## config.mk

```make
export PLATFORM = sky130hd
export DESIGN_NAME = bus_arbiter
export DESIGN_NICKNAME = d
export VERILOG_FILES = /design/src/rtl/bus_arbiter.sv
export SDC_FILE = /design/constraint.sdc
export NUM_CORES = 1
export LEC_CHECK = 0
export BUFFER_PORTS_ARGS = -buffer_cell sky130_fd_sc_hd__buf_2
export CORE_ASPECT_RATIO = 1.4
export CORE_MARGIN = 2
export CORE_UTILIZATION = 55
export DETAILED_ROUTE_END_ITERATION = 6
export PLACE_DENSITY = 0.79
export SETUP_SLACK_MARGIN = 0.3
export SLEW_MARGIN = 30
export SYNTH_ARGS = -nofsm -noshare
export SYNTH_HDL_FRONTEND = slang
export SYNTH_SLANG_ARGS = --single-unit
```

## constraint.sdc

```tcl
create_clock -name clk -period 9.7 [get_ports clk]
set_input_delay 1.94 -clock clk [delete_from_list [all_inputs] [get_ports clk]]
set_output_delay 1.94 -clock clk [all_outputs]
set_load 0.02 [all_outputs]
```

## src/rtl/bus_arbiter.sv

```systemverilog
// Round-robin bus arbiter with a bounded lock burst. It drives a registered one-hot
// grant and the matching 5-bit mux select, which parks on IDLE_SEL when no source owns the bus.
module bus_arbiter #(
  parameter int NUM_SRC  = 24,
  parameter int SEL_W    = 5,
  parameter int MAX_HOLD = 4,
  parameter int IDLE_SEL = 31
) (
  input  logic               clk,
  input  logic               clr,
  input  logic [NUM_SRC-1:0] req,
  input  logic               lock,
  output logic [NUM_SRC-1:0] grant,
  output logic [SEL_W-1:0]   Sout,
  output logic               busy,
  output logic [3:0]         hold_cnt
);

  typedef enum logic {ST_IDLE, ST_OWNED} state_t;

  localparam logic [SEL_W-1:0] LAST_SRC  = SEL_W'(NUM_SRC - 1);
  localparam logic [SEL_W-1:0] PARK_SEL  = SEL_W'(IDLE_SEL);
  localparam logic [SEL_W:0]   NUM_SRC_W = (SEL_W + 1)'(NUM_SRC);
  localparam logic [3:0]       HOLD_LIM  = 4'(MAX_HOLD - 1);

  state_t               state_q, state_d;
  logic [SEL_W-1:0]     last_q, last_d;
  logic [SEL_W-1:0]     sout_q, sout_d;
  logic [3:0]           hold_q, hold_d;
  logic [NUM_SRC-1:0]   grant_q, grant_d;

  logic [SEL_W-1:0]     start_idx;
  logic [2*NUM_SRC-1:0] req_dbl;
  logic [2*NUM_SRC-1:0] rot_full;
  logic [NUM_SRC-1:0]   rot;
  logic [SEL_W-1:0]     off;
  logic [SEL_W:0]       sum;
  logic [SEL_W-1:0]     win_idx;
  logic [NUM_SRC-1:0]   win_onehot;
  logic                 any_req;
  logic                 owner_req;

  // The search always starts just past the last grant. While a source owns the bus,
  // last equals the owner, so the owner automatically gets the lowest priority.
  assign start_idx = (last_q == LAST_SRC) ? '0 : last_q + 1'b1;
  assign req_dbl   = {req, req};
  assign rot_full  = req_dbl >> start_idx;
  assign rot       = rot_full[NUM_SRC-1:0];
  assign any_req   = |req;
  assign owner_req = |(grant_q & req);

  always_comb begin
    off = '0;
    for (int k = NUM_SRC - 1; k >= 0; k--) begin
      if (rot[k]) off = SEL_W'(k);
    end
  end

  assign sum     = {1'b0, start_idx} + {1'b0, off};
  assign win_idx = (sum >= NUM_SRC_W) ? SEL_W'(sum - NUM_SRC_W) : sum[SEL_W-1:0];

  genvar gi;
  generate
    for (gi = 0; gi < NUM_SRC; gi++) begin : g_dec
      assign win_onehot[gi] = (win_idx == SEL_W'(gi));
    end
  endgenerate

  always_comb begin
    state_d = state_q;
    last_d  = last_q;
    sout_d  = sout_q;
    hold_d  = hold_q;
    grant_d = grant_q;
    case (state_q)
      ST_IDLE: begin
        if (any_req) begin
          state_d = ST_OWNED;
          last_d  = win_idx;
          sout_d  = win_idx;
          grant_d = win_onehot;
          hold_d  = '0;
        end
      end
      ST_OWNED: begin
        if (owner_req && lock && (hold_q < HOLD_LIM)) begin
          hold_d = hold_q + 4'd1;
        end else if (any_req) begin
          last_d  = win_idx;
          sout_d  = win_idx;
          grant_d = win_onehot;
          hold_d  = '0;
        end else begin
          state_d = ST_IDLE;
          sout_d  = PARK_SEL;
          grant_d = '0;
          hold_d  = '0;
        end
      end
      default: begin
        state_d = ST_IDLE;
        sout_d  = PARK_SEL;
        grant_d = '0;
        hold_d  = '0;
      end
    endcase
  end

  always_ff @(posedge clk) begin
    if (clr) begin
      state_q <= ST_IDLE;
      last_q  <= LAST_SRC;
      sout_q  <= PARK_SEL;
      hold_q  <= '0;
      grant_q <= '0;
    end else begin
      state_q <= state_d;
      last_q  <= last_d;
      sout_q  <= sout_d;
      hold_q  <= hold_d;
      grant_q <= grant_d;
    end
  end

  assign grant    = grant_q;
  assign Sout     = sout_q;
  assign busy     = |grant_q;
  assign hold_cnt = hold_q;

endmodule

```

==> metrics.md <==
| Metric | Value |
|---|---|
| CTS Buf Count | 5 |
| Die area | 8469 um2 |
| Synth Flop Type | dfxtp_1 |
| Main combinational cell family by area after synthesis | compound AO/OA/AOI/OAI gates |
| Clock Sinks | 39 |
| Largest net degree at the start of global routing | 50 |
| Slew margin rel. | 40.25% |
| Status | completed |
| Htree depth | 2 |
| CP max FO | 29 |
| Wirelength, routed | 14.23 mm |
| Post-synth cell types | 71 |
| Routability congestion estimate | 0.9979 |
| Share of cells above drive strength 1 | 20.96% |
| Final core occ | 60.66% |
| I/O Pins | 61 |
| Fin crit period | 7.272 ns |
| Synth Area in Compound Gates | 28.10% |
| Via count | 4607 |
| Synth Area in Adders | 2.528% |
| Net count after synthesis | 541 |
| Worst setup slack after placement | 2.366 ns |
| Drt drc | 0 |
| DP HPWL | 10.96 mm |
| Mux share of post-synthesis cell area | 20.08% |
| Worst setup SP type | register |
| Synth Area in XOR/XNOR | 1.029% |
| Register area share after synthesis | 18.34% |
| Worst EP required | 9.93 ns |
| Count of input and output buffers | 60 |
| Gate Count Post-Synth | 506 |
| Antenna Nets Post-Route | 0 |
| Synth Area in Simple Gates | 24.25% |
| Ys Warns | 0 |
| R2r setup slk | 2.43 ns |
| Initial Utilization | 55.95% |
| CP arrival | 7.50 ns |
| Initial antenna violation count | 0 |
| Worst-path clk slew | 0.07 ns |
| Post-synth EDFFs | 0 |
| Most frequent cells in the layout | buf_2 (60), nand2_1 (45), nor2_1 (43) |
| GRT Resource Usage Total | 34.79% |
| Overflow after GRT | 0 |
| CTS Hold Bufs | 0 |
| Nets | 578 |
| Final worst setup slack | 2.428 ns |
| Commonest non-fill, non-tap cell in the layout | buf_2 |
| Worst setup EP type | register |
| Area growth syn-to-layout | 8.407% |
| Clock skew | 0.007202 ns |
| RSZ-0062 raised after global routing | false |
| Die height | 108.1 um |
| MaxCap Viol Count | 0 |
| Vias per inst | 7.154 |
| Post-CTS setup buffer count | 0 |
| Die width | 78.35 um |
| Syn Area/Cell | 8.412 um2 |
| DRT Pass-1 Iters | 5 |
| CTS tree | done |
| Cell Count, Final, Fillers Out | 644 |
| Post-DR wirelength/cell | 22.09 um |
| Core area | 7607 um2 |
| Skew-Pair Late Insertion Delay | 0.30 ns |
| Post-CTS Resized | 0 |
| Fin Setup TNS | 0 ns |
| Row count | 38 |
| Root buffer cell | clkbuf_8 |
| # placed instances | 636 |
| Diodes inserted | 0 |
| Synth Register Bits | 39 |
| Slew Viols, Final | 0 |
| Syn Std Cell Area | 4257 um2 |
| HP Class | reg -> reg |
| Vias in the first global route | 4444 |
| Crit share post-route | 74.96% |
| Endpoints failing hold | 0 |
| Clock buffer depth | 2 |
| Wire length of the first global-routing pass | 23.20 mm |
| Fmax | 137.5 MHz |
| Setup violations, final | 0 |
| Crit Path Class | reg -> reg |
| Drt first-iter violations | 501 |
| Worst Max-Slew Pin Slew | 0.8953 ns |
| Fraction of registers with async set/reset | 0% |
## registers in the layout, summed over array words and instances, names as in the netlist
register / cells
hold_cnt: 4
Sout: 5
grant: 24
state_q: 1
last_q: 5
## metrics by stage
step | area, um2 | hold slack, ns
6_report | 4614 | 0.4758
5_1_grt | 4614 | 0.5229
3_5_place_dp | 4529 | 0.4536
4_1_cts | 4614 | 0.4739
2_1_floorplan | 4257 | 0.4752
3_3_place_gp | 4529 | 0.4527
## area by class of cell
| type | count | area [um2] |
|---|---|---|
| clock buffer | 6 | 72.57 |
| clock inverter | 2 | 12.51 |
| fill | 699 | 2993 |
| inverter | 10 | 40.04 |
| multi-input combinational | 422 | 3246 |
| sequential | 39 | 780.7 |
| tap | 100 | 125.1 |
| timing repair buffer | 65 | 337.8 |
## Yosys cell counts, drive strengths merged (4+ instances only)
cell      n  area [um2]
nand2    47       186.4
nor2     43       161.4
dfxtp    39       780.8
a21oi    25       125.1
a22oi    25       187.7
mux4     25       585.6
o211ai   23       172.7
mux2i    20       212.7
nand2b   20       125.1
clkbuf   19       75.07
buf      16       126.4
a211oi   14       105.1
o21ai    14       70.07
nor4     13       81.33
nand3    12       60.06
nor2b    11       68.82
a32oi    10       87.58
and2      9       56.30
inv       9       36.29
nor3      8       40.04
or3       8       50.05
ha        7       87.58
nand4     7       43.79
a2bb2oi   6       52.55
or2       6       37.54
a221oi    5       43.79
mux2      5       56.30
o22ai     5       31.28
a211o     4       35.03
a22o      4       35.03
o21a      4       30.03
## final timing paths
path                                 from   endpoint  cells after the start
worst max-delay path            last_q[0]  grant[22]                     22
worst min-delay path              Sout[0]    Sout[0]                      2
worst max register to register  last_q[0]  grant[22]                     22
worst min register to register    Sout[0]    Sout[0]                      2
## routing by layer
metal | wire, um | part of all wire [%] | global-route usage, % | vias to the layer above
met5 | 0 | 0 | 0 | -
met4 | 1055 | 7.4 | 22.68 | 0
met3 | 971 | 6.8 | 3.673 | 76
met2 | 7100 | 50 | 61.39 | 286
met1 | 5097 | 36 | 39.69 | 2165
li1 | - | - | - | 2080
## cell families after synthesis
kind of cell / count (synthesis)
fa+ha+maj: 8
flops: 39
xor+xnor: 5
mux: 50
simple gates: 196
compound gates: 163
buf+inv: 45
## critical path, stage by stage (launching register included)
cell       delay [ns]
dfxtp_1          0.79
ha_1             0.46
xnor2_2          0.14
buf_4            0.34
clkinv_1         0.67
mux2i_1          0.27
mux4_2           0.51
or3_1            0.32
o2111a_1         0.18
a211oi_1         0.23
o211ai_1         0.10
a31oi_1          0.26
o211ai_1         0.17
fa_1             0.49
nor2b_1          0.14
o21a_1           0.14
or3_1            0.15
a2111oi_0        0.10
a211o_1          0.28
a221o_1          0.52
or3_1            0.48
or3_1            0.32
a21oi_1          0.12
Power is not shown: default switching activity piles up to over one toggle a cycle in this logic, so the estimate is an artifact.
